[src/rtl/timer_pkg.sv]
// Shared definitions for the timer sequencer slice.
//   state_t       : sequencer FSM states
//   DEFAULT_REP_W : default width of repeat / completed counts
package timer_pkg;

    localparam int DEFAULT_REP_W = 8;

    typedef enum logic [2:0] {
        IDLE = 3'd0,
        GO   = 3'd1,
        ARM  = 3'd2,
        WAIT = 3'd3,
        RESP = 3'd4
    } state_t;

endpackage

[src/rtl/timer_sequencer_if.sv]
// Command / response handshake bundle of the timer sequencer.
//   cmd_valid, cmd_ready, cmd_reps            : command channel
//   rsp_valid, rsp_ready, rsp_count, rsp_aborted : response channel
// master = command issuer / response consumer, slave = sequencer.
interface timer_sequencer_if #(
    parameter int REP_W = timer_pkg::DEFAULT_REP_W
);
    logic             cmd_valid;
    logic             cmd_ready;
    logic [REP_W-1:0] cmd_reps;
    logic             rsp_valid;
    logic             rsp_ready;
    logic [REP_W-1:0] rsp_count;
    logic             rsp_aborted;

    modport master (
        output cmd_valid, cmd_reps, rsp_ready,
        input  cmd_ready, rsp_valid, rsp_count, rsp_aborted
    );

    modport slave (
        input  cmd_valid, cmd_reps, rsp_ready,
        output cmd_ready, rsp_valid, rsp_count, rsp_aborted
    );
endinterface

[src/rtl/timer_sequencer.sv]
// Command-driven controller upstream of a one-shot timer. A command carries a
// repeat count; the timer is started once per period, completions are counted,
// a tick is emitted per period and one response is returned per command.
// Ports:
//   clk, rst     : clock, synchronous active-high reset
//   bus (slave)  : cmd_valid/cmd_ready/cmd_reps, rsp_valid/rsp_ready/
//                  rsp_count/rsp_aborted
//   abort        : request stop at the end of the current period
//   timer_go     : one-cycle start pulse to the timer
//   timer_done   : timer idle or in its final active cycle
//   tick         : one-cycle pulse per completed period
//   busy         : a command is in progress
module timer_sequencer
    import timer_pkg::*;
#(
    parameter int REP_W = DEFAULT_REP_W
) (
    input  logic                clk,
    input  logic                rst,
    timer_sequencer_if.slave    bus,
    input  logic                abort,
    output logic                timer_go,
    input  logic                timer_done,
    output logic                tick,
    output logic                busy
);

    state_t           state_reg, state_next;
    logic [REP_W-1:0] reps_reg, reps_next;
    logic [REP_W-1:0] done_cnt_reg, done_cnt_next;
    logic             abort_pend_reg, abort_pend_next;
    logic             aborted_reg, aborted_next;

    logic             period_done;
    logic [REP_W-1:0] cnt_inc;

    // A period completes in the first cycle after go (1-cycle timer) or later.
    assign period_done = ((state_reg == ARM) || (state_reg == WAIT)) && timer_done;
    // Never wraps: the count stops at reps_reg.
    assign cnt_inc     = done_cnt_reg + 1'b1;

    assign bus.cmd_ready   = (state_reg == IDLE);
    assign bus.rsp_valid   = (state_reg == RESP);
    assign bus.rsp_count   = done_cnt_reg;
    assign bus.rsp_aborted = aborted_reg;
    assign timer_go        = (state_reg == GO);
    assign busy            = (state_reg != IDLE);
    assign tick            = period_done;

    always_ff @(posedge clk) begin
        if (rst) begin
            state_reg      <= IDLE;
            reps_reg       <= '0;
            done_cnt_reg   <= '0;
            abort_pend_reg <= 1'b0;
            aborted_reg    <= 1'b0;
        end else begin
            state_reg      <= state_next;
            reps_reg       <= reps_next;
            done_cnt_reg   <= done_cnt_next;
            abort_pend_reg <= abort_pend_next;
            aborted_reg    <= aborted_next;
        end
    end

    always_comb begin
        state_next      = state_reg;
        reps_next       = reps_reg;
        done_cnt_next   = done_cnt_reg;
        abort_pend_next = abort_pend_reg;
        aborted_next    = aborted_reg;

        unique case (state_reg)
            IDLE: begin
                if (bus.cmd_valid) begin
                    reps_next       = bus.cmd_reps;
                    done_cnt_next   = '0;
                    abort_pend_next = 1'b0;
                    aborted_next    = 1'b0;
                    state_next      = (bus.cmd_reps == '0) ? RESP : GO;
                end
            end
            GO: begin
                if (abort) abort_pend_next = 1'b1;
                state_next = ARM;
            end
            ARM, WAIT: begin
                if (abort) abort_pend_next = 1'b1;
                if (timer_done) begin
                    done_cnt_next = cnt_inc;
                    // Reaching the requested count takes priority over abort.
                    if (cnt_inc == reps_reg) begin
                        aborted_next = 1'b0;
                        state_next   = RESP;
                    end else if (abort_pend_reg || abort) begin
                        aborted_next = 1'b1;
                        state_next   = RESP;
                    end else begin
                        state_next = GO;
                    end
                end else begin
                    state_next = WAIT;
                end
            end
            RESP: begin
                if (bus.rsp_ready) state_next = IDLE;
            end
            default: state_next = IDLE;
        endcase
    end

endmodule

[src/flat_wrapper.sv]
// flat-port wrapper written by rule: the top's interface ports become plain ports
module timer_sequencer_flat import timer_pkg::*;
#(
    parameter int REP_W = DEFAULT_REP_W
)
  (clk, rst, abort, timer_go, timer_done, tick, busy, bus_cmd_valid, bus_cmd_reps, bus_rsp_ready, bus_cmd_ready, bus_rsp_valid, bus_rsp_count, bus_rsp_aborted);
  timer_sequencer_if #(.REP_W(REP_W)) bus_i ();
  input  logic clk;
  input  logic rst;
  input  logic abort;
  output logic timer_go;
  input  logic timer_done;
  output logic tick;
  output logic busy;
  input wire logic [$bits(bus_i.cmd_valid)-1:0] bus_cmd_valid;
  input wire logic [$bits(bus_i.cmd_reps)-1:0] bus_cmd_reps;
  input wire logic [$bits(bus_i.rsp_ready)-1:0] bus_rsp_ready;
  output wire logic [$bits(bus_i.cmd_ready)-1:0] bus_cmd_ready;
  output wire logic [$bits(bus_i.rsp_valid)-1:0] bus_rsp_valid;
  output wire logic [$bits(bus_i.rsp_count)-1:0] bus_rsp_count;
  output wire logic [$bits(bus_i.rsp_aborted)-1:0] bus_rsp_aborted;
  assign bus_i.cmd_valid = bus_cmd_valid;
  assign bus_i.cmd_reps = bus_cmd_reps;
  assign bus_i.rsp_ready = bus_rsp_ready;
  assign bus_cmd_ready = bus_i.cmd_ready;
  assign bus_rsp_valid = bus_i.rsp_valid;
  assign bus_rsp_count = bus_i.rsp_count;
  assign bus_rsp_aborted = bus_i.rsp_aborted;
  timer_sequencer #(.REP_W(REP_W)) u_core (.clk(clk), .rst(rst), .bus(bus_i), .abort(abort), .timer_go(timer_go), .timer_done(timer_done), .tick(tick), .busy(busy));
endmodule
[config.mk]
export PLATFORM = sky130hd
export DESIGN_NAME = timer_sequencer_flat
export DESIGN_NICKNAME = d
export VERILOG_FILES = /design/src/rtl/timer_pkg.sv /design/src/rtl/timer_sequencer_if.sv /design/src/rtl/timer_sequencer.sv /design/src/flat_wrapper.sv
export SDC_FILE = /design/constraint.sdc
export NUM_CORES = 1
export LEC_CHECK = 0
export CAP_MARGIN = 20
export CORE_AREA = 2 2 57 59
export DETAILED_ROUTE_END_ITERATION = 16
export DIE_AREA = 0 0 59 61
export PLACE_DENSITY = 0.69
export SYNTH_ARGS = -nofsm -noshare
export SYNTH_HDL_FRONTEND = slang
export SYNTH_SLANG_ARGS = --single-unit
[constraint.sdc]
create_clock -name clk -period 2.27 [get_ports clk]
set_input_delay 0.227 -clock clk [delete_from_list [all_inputs] [get_ports clk]]
set_output_delay 0.227 -clock clk [all_outputs]
set_load 0.05 [all_outputs]
## Yosys cells after proc, flatten, opt, wreduce, memory -nomap -nowiden

Cells that the tools add are included.

| storage, ports and cells | value |
|---|---|
| flip-flop bits (word level) | 21 |
| input port bits | 14 |
| logic and storage cells | 48 |

| operators by class | value |
|---|---|
| $add $sub $neg | 1 |
| equality and inequality tests | 10 |
| mux-type cells | 17 |
| reductions and logical operators | 15 |

Operators with widths:

| cell | number |
|---|---|
| 3-bit 2-to-1 mux | 6 |
| 8-bit 2-to-1 mux | 2 |
| 8-bit one-hot mux with 2 select lines | 1 |
| 3-bit one-hot mux with 4 select lines | 1 |
| 8-bit by 1-bit adder with 8-bit output, second input constant | 1 |
| 8-bit == test | 1 |
| 8-bit zero test | 1 |
| 3-bit by 2-bit == test with 1-bit output, second input constant | 2 |
| 2-bit != test, second input constant | 3 |
| 3-bit AND reduction | 2 |
| 1-bit 2-to-1 mux | 5 |
| 1-bit one-hot mux with 2 select lines | 2 |
| 2-bit AND reduction | 2 |
| 4-bit AND reduction | 1 |
| 2-bit nonzero test | 2 |
| 3-bit by 1-bit == test with 1-bit output, second input constant | 1 |
| 3-bit == test, second input constant | 1 |
| 3-bit zero test | 1 |
| 3-bit by 1-bit != test with 1-bit output, second input constant | 1 |
| 3-bit nonzero test | 1 |
| 3-bit OR reduction | 1 |
| 1-bit logical OR | 2 |
| 2-bit by 1-bit != test with 1-bit output, second input constant | 1 |
| 2-bit OR reduction | 1 |
| 1-bit logical AND | 1 |

## Depth between registers and ports, before layout

Gate-level depths: netlist of run 1.

| logic depth | value |
|---|---|
| depth after elaboration | 5 |
| depth in mapped cells | 7 |
| mapped depth without buffers | 6 |

## Worst setup path after synthesis of run 1

OpenSTA, ideal clock, no wires.

| timing | value |
|---|---|
| kind | reg-to-reg |
| from | reg u_core.done_cnt_reg[0], in the netlist u_core.bus.rsp_count[0] |
| to | reg u_core.state_reg[2] |
| library setup time | 70 ps |
| data arrival time | 2126 ps |
| required time | 2200 ps |
| slack | 75 ps |
| cell stages (with the launch flop) | 7 |
| path buffers | 0 |
| period minus slack after synthesis | 2195 ps |
| cell sequence | dfxtp_1 > ha_1 > nand3_1 > nor3b_1 > o2111ai_1 > or4b_1 > a21oi_1 |

| on the way | value |
|---|---|
| word-level cells in the longest chain between the ends | 5 |

RTL lines:

| what | line | text |
|---|---|---|
| from (decl) | timer_sequencer.sv:30 | `logic [REP_W-1:0] done_cnt_reg, done_cnt_next;` |
| from (signal assigned) | timer_sequencer.sv:60 | `done_cnt_reg <= done_cnt_next;` |
| 8-bit by 1-bit adder with 8-bit output | timer_sequencer.sv:40 | `assign cnt_inc = done_cnt_reg + 1'b1;` |
| 8-bit == test | timer_sequencer.sv:92 | `if (cnt_inc == reps_reg) begin` |
| 3-bit 2-to-1 mux | timer_sequencer.sv:92 |  |
| 3-bit 2-to-1 mux | timer_sequencer.sv:89 | `if (timer_done) begin` |
| 3-bit one-hot mux with 4 select lines | timer_sequencer.sv:73 | `unique case (state_reg)` |
| to (signal assigned) | timer_sequencer.sv:58 | `state_reg <= state_next;` |
| to (decl) | timer_sequencer.sv:28 | `state_t state_reg, state_next;` |

Every way passes these cells.
A chain may end at the register's enable or synchronous reset.

## Worst setup path in the final report of run 1

| timing | value |
|---|---|
| from | reg u_core.state_reg[0] |
| to | out timer_go |

| on the way | value |
|---|---|
| word-level cells in the longest chain between the ends | 1 |

RTL lines:

| what | line | text |
|---|---|---|
| 3-bit by 1-bit == test with 1-bit output | timer_sequencer.sv:46 | `assign timer_go = (state_reg == GO);` |
| to (decl) | flat_wrapper.sv:11 | `output logic timer_go;` |

Every way passes these cells.

==> metrics.csv, run 1 <==
stage,metric,value,unit
yosys,synthTopCellsByArea,"dfxtp_1, a21oi_1, nand2_1",
power_and_ir_drop,sequentialPowerShare,0.490,
yosys,syn-cell-area,1157,um2
floorplanning,fp.dieArea,3599,um2
floorplanning,die_h,61,um
route,wl_per_cell,13.40,um
yosys,synthFlopType,dfxtp_1,
worst_setup_path,crit_start,u_core.state_reg[0],
yosys,yosysUniqueCellTypes,36,
route,vias,1195,
cells_and_area,synthToLayoutAreaGrowth,30.59,%
cells_and_area,diodes,0,
route,totalWireLength,2.867,mm
cells_and_area,layout-drive-gt1-share,0.07735,
place,hpwl,2.176,mm
clocking,clkSlewWorstSetupHoldPaths,120,ps
place,gp_congestion,0.8604,
flow_run,drv_cap,0,
power_and_ir_drop,switching_share,0.3444,
timing,clock.fmax,486.4,MHz
route,drcViolationCount,0,
clocking,clk_path_buf_depth,2,
timing,setup_viol,0,
floorplanning,row_count,20,
worst_setup_path,reg2reg_to,u_core.state_reg[2],
timing,worst_pin_slew,502.6,ps
yosys,synth-edff-count,0,
route,vias_per_cell,5.584,
yosys,synth.most_common_cell,a21oi_1,
yosys,synthArstFlopShare,0,
power_and_ir_drop,p_int,557.2,uW
timing,skew,6.193,ps
yosys,synth_warnings,0,
clocking,cts_root_buffer,clkbuf_4,
global_route,grtUsageTotal,0.1670,
power_and_ir_drop,clkPwrFrac,0.220,
yosys,avgSynthCellArea,7.564,um2
worst_setup_path,startpoint_type,register,
floorplanning,pin_count,28,
timing,maxSlewViolCount,0,
worst_setup_path,worstPathArrival,1830,ps
power_and_ir_drop,p_per_area,562.3,nW/um2
yosys,synth-seq-area-share,0.3632,
worst_setup_path,r2r-start,u_core.bus.rsp_count[0],
power_and_ir_drop,p_leak,0.0005759,uW
place,port-buffer-count,27,
global_route,antenna_found_initial,0,
worst_setup_path,crit_type,reg2out,
route,ant_nets,0,
yosys,ys_ff_latch,21,
status,status,"finished, final reports clean",
timing,period_share,0.9058,
clocking,tritoncts,built,
clocking,holdBufCountCts,0,
worst_hold_path,min_path_cells,3,
clocking,numCtsBuffers,3,
clocking,cts.sinks,21,
worst_hold_path,min-delay-path-class,in2reg,
yosys,synth.net_count,168,
global_route,grt_first_pass_wirelength,4.560,mm
cells_and_area,fillers,297,
yosys,synth_top_area_share,0.3632,
global_route,overflow,0,
power_and_ir_drop,vdd_drop_max,0.0003601,V
worst_setup_path,crit_slowest_cell,clkdlybuf4s50_1,
timing,period_minus_slack,2056,ps
power_and_ir_drop,switchingPower,292.7,uW
yosys,synthTopCellsByCount,"a21oi_1, nand2_1, dfxtp_1",
floorplanning,die_w,59,um
floorplanning,start_util,0.3919,
worst_setup_path,rrSetupSlack,230,ps
cells_and_area,nets,197,
timing,worst_slack,213.9,ps
worst_setup_path,cp_slowest_stage_delay,830,ps
timing,slew_headroom,0.6644,
place,pre_cts_ws,257.5,ps
power_and_ir_drop,combinationalPowerShare,0.291,
worst_hold_path,hold_start,bus_cmd_reps[5],
route,drt_pass1_iterations,4,
timing,rsz0062_at_grt,false,
floorplanning,core,2953,um2
worst_setup_path,critPathRequiredTime,2040,ps
clocking,ctsHtreeMaxLevel,1,
timing,hold_slack,475.7,ps
worst_setup_path,cp_max_fo,6,
yosys,synth_top_area_cell,dfxtp_1,
yosys,syn_inst,153,
global_route,grt_max_degree,17,
clocking,clk_latency,310,ps
worst_setup_path,critPathCaptureType,output pin,
worst_hold_path,hold_end,u_core.reps_reg[5],
global_route,grt_pass1_vias,998,
worst_setup_path,reg2regPathDepth,6,
worst_setup_path,path_cells,"nor3b_1, clkdlybuf4s50_1",
timing,hold_violations,0,
timing,finalSetupTns,0,ps
route,drtIter0Drc,33,
-- through the flow --
| step | cell area (um2) | util | total power (uW) | cells |
|---|---|---|---|---|
| after global placement | 1476 | 0.5000 | 667.6 | 210 |
| after floorplan | 1157 | - | 579.2 | 153 |
| final | 1511 | 0.5119 | 849.9 | 214 |
| after detailed placement | 1476 | 0.5000 | 671.3 | 210 |
| after CTS | 1504 | 0.5093 | 858.3 | 214 |
| after global routing | 1511 | 0.5119 | 897.7 | 214 |
-- critical path: cells and delay by family, from the launching register on --
family | cells | cell delay, ps
buffers and inverters | 1 | 830
flip-flops | 1 | 460
AND/OR/NAND/NOR | 1 | 220
-- metal layers --
metal | part of all wire | track usage | up-vias
met5 | 0 | 0 | -
met2 | 0.46 | 0.2683 | 29
met1 | 0.49 | 0.2245 | 555
li1 | - | - | 605
met3 | 0.029 | 0.01919 | 6
met4 | 0.028 | 0.07792 | 0
-- placed cells by master, fill, tap and decap left out, types with 2 or more instances in the layout --
master	count
a21oi_1	24
a31oi_1	2
buf_4	3
clkbuf_4	3
clkdlybuf4s50_1	23
dfxtp_1	21
dlymetal6s2s_1	3
inv_1	5
nand2_1	22
nand3_1	3
nor2_1	14
nor3_1	4
nor3b_1	3
nor4_1	5
o21ai_0	10
o21ai_1	3
or3_1	2
or4b_1	2
xnor2_1	6
xor2_1	3
-- logic make-up after synthesis --
| kind of cell | Yosys count | synth area share |
|---|---|---|
| AND/OR/NAND/NOR | 65 | 0.3016 |
| adder cells (fa/ha/maj) | 1 | 0.01081 |
| flip-flops | 21 | 0.3632 |
| buffers and inverters | 12 | 0.04108 |
| XOR/XNOR | 9 | 0.06811 |
| AO/OA/AOI/OAI | 45 | 0.2151 |
-- worst max-delay path by stage --
stage,end,slack (ps),cells past startpoint
floorplan,u_core.state_reg[2],70,6
global placement,u_core.state_reg[2],320,6
detailed placement,u_core.state_reg[2],260,6
CTS,bus_cmd_ready,30,4
global route,timer_go,110,2
finish,timer_go,210,2
-- final cells by class --
type	instances	area, um2	area share
Sequential cell	21	420.4	0.2781
Tap cell	33	41.29	0.02732
Inverter	6	22.52	0.01490
Clock inverter	1	5.005	0.003311
Timing Repair Buffer	30	310.3	0.2053
Multi-Input combinational cell	120	689.4	0.4561
Clock buffer	3	22.52	0.01490
-- power by group through the flow --
| stage | Clock (uW) | Sequential [uW] | Combinational [uW] |
|---|---|---|---|
| floorplan | 0 | 417 | 162 |
| global placement | 0 | 422 | 246 |
| detailed placement | 0 | 423 | 248 |
| CTS | 194 | 415 | 249 |
| global route | 208 | 419 | 270 |
| finish | 187 | 416 | 247 |
-- timing repair --
action	in CTS	in global routing
buffers inserted	0	0
resized for setup	0	3
hold endpoints to repair	0	0
endpoints found under the setup margin	0	3
Power figures use the tool's default switching activity.
==> run 2, diff against run 1 <==
Settings changed: SKIP_CTS_REPAIR_TIMING from default to 1, SLEW_MARGIN from default to 20.
==> results of run 2 <==
The final DEF is identical to that of run 1; final timing and power are the same.
==> run 3, diff against run 2 <==
Settings changed: CORE_AREA 2 2 57 59 to 5 5 60 62, DIE_AREA 0 0 59 61 to 0 0 65 67, PLACE_DENSITY 0.69 to 0.73.
==> run 3 against run 2 <==
  * Worst hold slack gained 6.6 ps
  * Non-clock buffer count is the same
  * Utilization shrank 0.43 points
  * Register-to-register slack lost 30 ps
  * Critical endpoint is now u_core.state_reg[2]
  * Die area grew 21%
  * Combinational power is essentially flat
  * Critical path type is now reg2reg
  * Sequential power is essentially flat
  * Cell count is the same
  * First-iteration DRC count grew 3.0%
  * Flip-flop and latch count is the same
  * Critical path depth grew 4
  * Fmax shrank 0.45%
==> metrics.csv, run 3 (synthesis results as in run 1) <==
stage,metric,value,unit,change
global_route,overflow,0,,unchanged
floorplanning,fp.dieArea,4355,um2,was 3599 um2
clocking,cts_root_buffer,clkbuf_4,,unchanged
global_route,grt_first_pass_wirelength,5.126,mm,was 4.560 mm
cells_and_area,final_cell_mix,"a21oi_1, clkdlybuf4s50_1, nand2_1",,unchanged
timing,skew,2.373,ps,was 6.193 ps
route,vias_per_cell,5.579,,was 5.584
worst_hold_path,min-delay-path-class,reg2reg,,was in2reg
timing,finalSetupTns,0,ps,unchanged
timing,period_share,0.9098,,was 0.9058
cells_and_area,nets,197,,unchanged
cells_and_area,multiInputGateArea,689.4,um2,unchanged
cells_and_area,mostFrequentLayoutCell,a21oi_1,,unchanged
timing,hold_violations,0,,unchanged
floorplanning,row_count,20,,unchanged
route,ant_nets,0,,unchanged
place,hpwl,2.344,mm,was 2.176 mm
cells_and_area,fin_cells,214,,unchanged
floorplanning,die_w,65,um,was 59 um
worst_setup_path,critPathRequiredTime,2520,ps,was 2040 ps
clocking,ctsHtreeMaxLevel,1,,unchanged
place,port-buffer-count,27,,unchanged
timing,clock.fmax,484.2,MHz,was 486.4 MHz
power_and_ir_drop,p_per_area,563.4,nW/um2,was 562.3 nW/um2
timing,rsz0062_at_grt,false,,unchanged
power_and_ir_drop,vdd_drop_max,0.0003336,V,was 0.0003601 V
power_and_ir_drop,p_leak,0.0005759,uW,unchanged
clocking,clk_latency,310,ps,about the same
timing,period_minus_slack,2065,ps,was 2056 ps
clocking,numCtsBuffers,3,,unchanged
status,status,"finished, final reports clean",,unchanged
cells_and_area,fillers,285,,was 297
floorplanning,core,2978,um2,was 2953 um2
floorplanning,pin_count,28,,unchanged
flow_run,drv_cap,0,,unchanged
route,drtIter0Drc,34,,was 33
route,drt_pass1_iterations,5,,was 4
route,wl_per_cell,13.98,um,was 13.40 um
cells_and_area,layout-drive-gt1-share,0.07735,,unchanged
worst_setup_path,startpoint_type,register,,unchanged
global_route,grt_pass1_vias,1190,,was 998
clocking,clkSlewWorstSetupHoldPaths,120,ps,about the same
clocking,cts.sinks,21,,unchanged
timing,setup_viol,0,,unchanged
place,place_inst,210,,unchanged
timing,slew_headroom,0.6543,,was 0.6644
timing,worst_pin_slew,516.9,ps,was 502.6 ps
worst_setup_path,worstPathArrival,2320,ps,was 1830 ps
floorplanning,start_util,0.3887,,was 0.3919
clocking,clk_path_buf_depth,2,,unchanged
place,gp_congestion,0.8564,,was 0.8604
clocking,tritoncts,built,,unchanged
route,vias,1194,,"was 1,195"
cells_and_area,synthToLayoutAreaGrowth,30.59,%,unchanged
cells_and_area,seq_area,420.4,um2,unchanged
global_route,grtUsageTotal,0.1486,,was 0.1670
worst_setup_path,crit_type,reg2reg,,was reg2out
route,totalWireLength,2.991,mm,was 2.867 mm
route,drcViolationCount,0,,unchanged
worst_setup_path,critPathCaptureType,register,,was output pin
floorplanning,die_h,67,um,was 61 um
global_route,grt_max_degree,17,,unchanged
cells_and_area,diodes,0,,unchanged
global_route,antenna_found_initial,0,,unchanged
timing,maxSlewViolCount,0,,unchanged
worst_setup_path,cp_max_fo,7,,was 6
run 3: cell counts in the layout (fill, tap and decap cells not counted):
Identical to the previous run, type by type.
run 3: path summary, 6_finish.rpt:
path | from | to | slack (ps) | cells past startpoint
worst min register to register | u_core.reps_reg[6] | u_core.reps_reg[6] | 480 | 2
worst min-delay path | u_core.reps_reg[6] | u_core.reps_reg[6] | 480 | 2
worst max-delay path | u_core.bus.rsp_count[0] | u_core.state_reg[2] | 200 | 6
worst max register to register | u_core.bus.rsp_count[0] | u_core.state_reg[2] | 200 | 6
run 3: per-layer routing:
| layer | global-route usage | wire, um |
|---|---|---|
| met3 | 0.01349 | 89 |
| met5 | 0 | 0 |
| met2 | 0.2669 | 1466 |
| met4 | 0.07388 | 60 |
| met1 | 0.1756 | 1375 |
run 3: worst max-delay path, stage by stage, from the launching register on:
cell	delay [ps]
dfxtp_1	400
ha_1	280
and2_2	240
a41oi_1	200
o2111ai_1	190
or4b_1	550
a21oi_1	140
run 3: power by group:
group	total (uW)	internal, uW	switching [uW]
registers	415	390	25.6
clock network	188	66.0	122
logic	249	102	147
run 3: cell type report:
class                   count  share of cell area
well taps                  33             0.02732
multi-input cells         120              0.4561
inverters                   6             0.01490
clock buffers               3             0.01490
flip-flops and latches     21              0.2781
repair buffers             30              0.2053
clock inverters             1            0.003311
run 3: stage by stage:
stage,area (um2),power (uW),hold slack (ps),util,worst slack [ps]
2_1_floorplan,1157,579.2,336.7,-,74.72
3_3_place_gp,1476,668.3,463.4,0.4958,322.2
3_5_place_dp,1476,672.5,470.8,0.4958,248.1
4_1_cts,1504,857.1,480.2,0.5050,17.31
5_1_grt,1511,895.0,490.5,0.5076,67.05
6_report,1511,851.6,482.3,0.5076,204.7
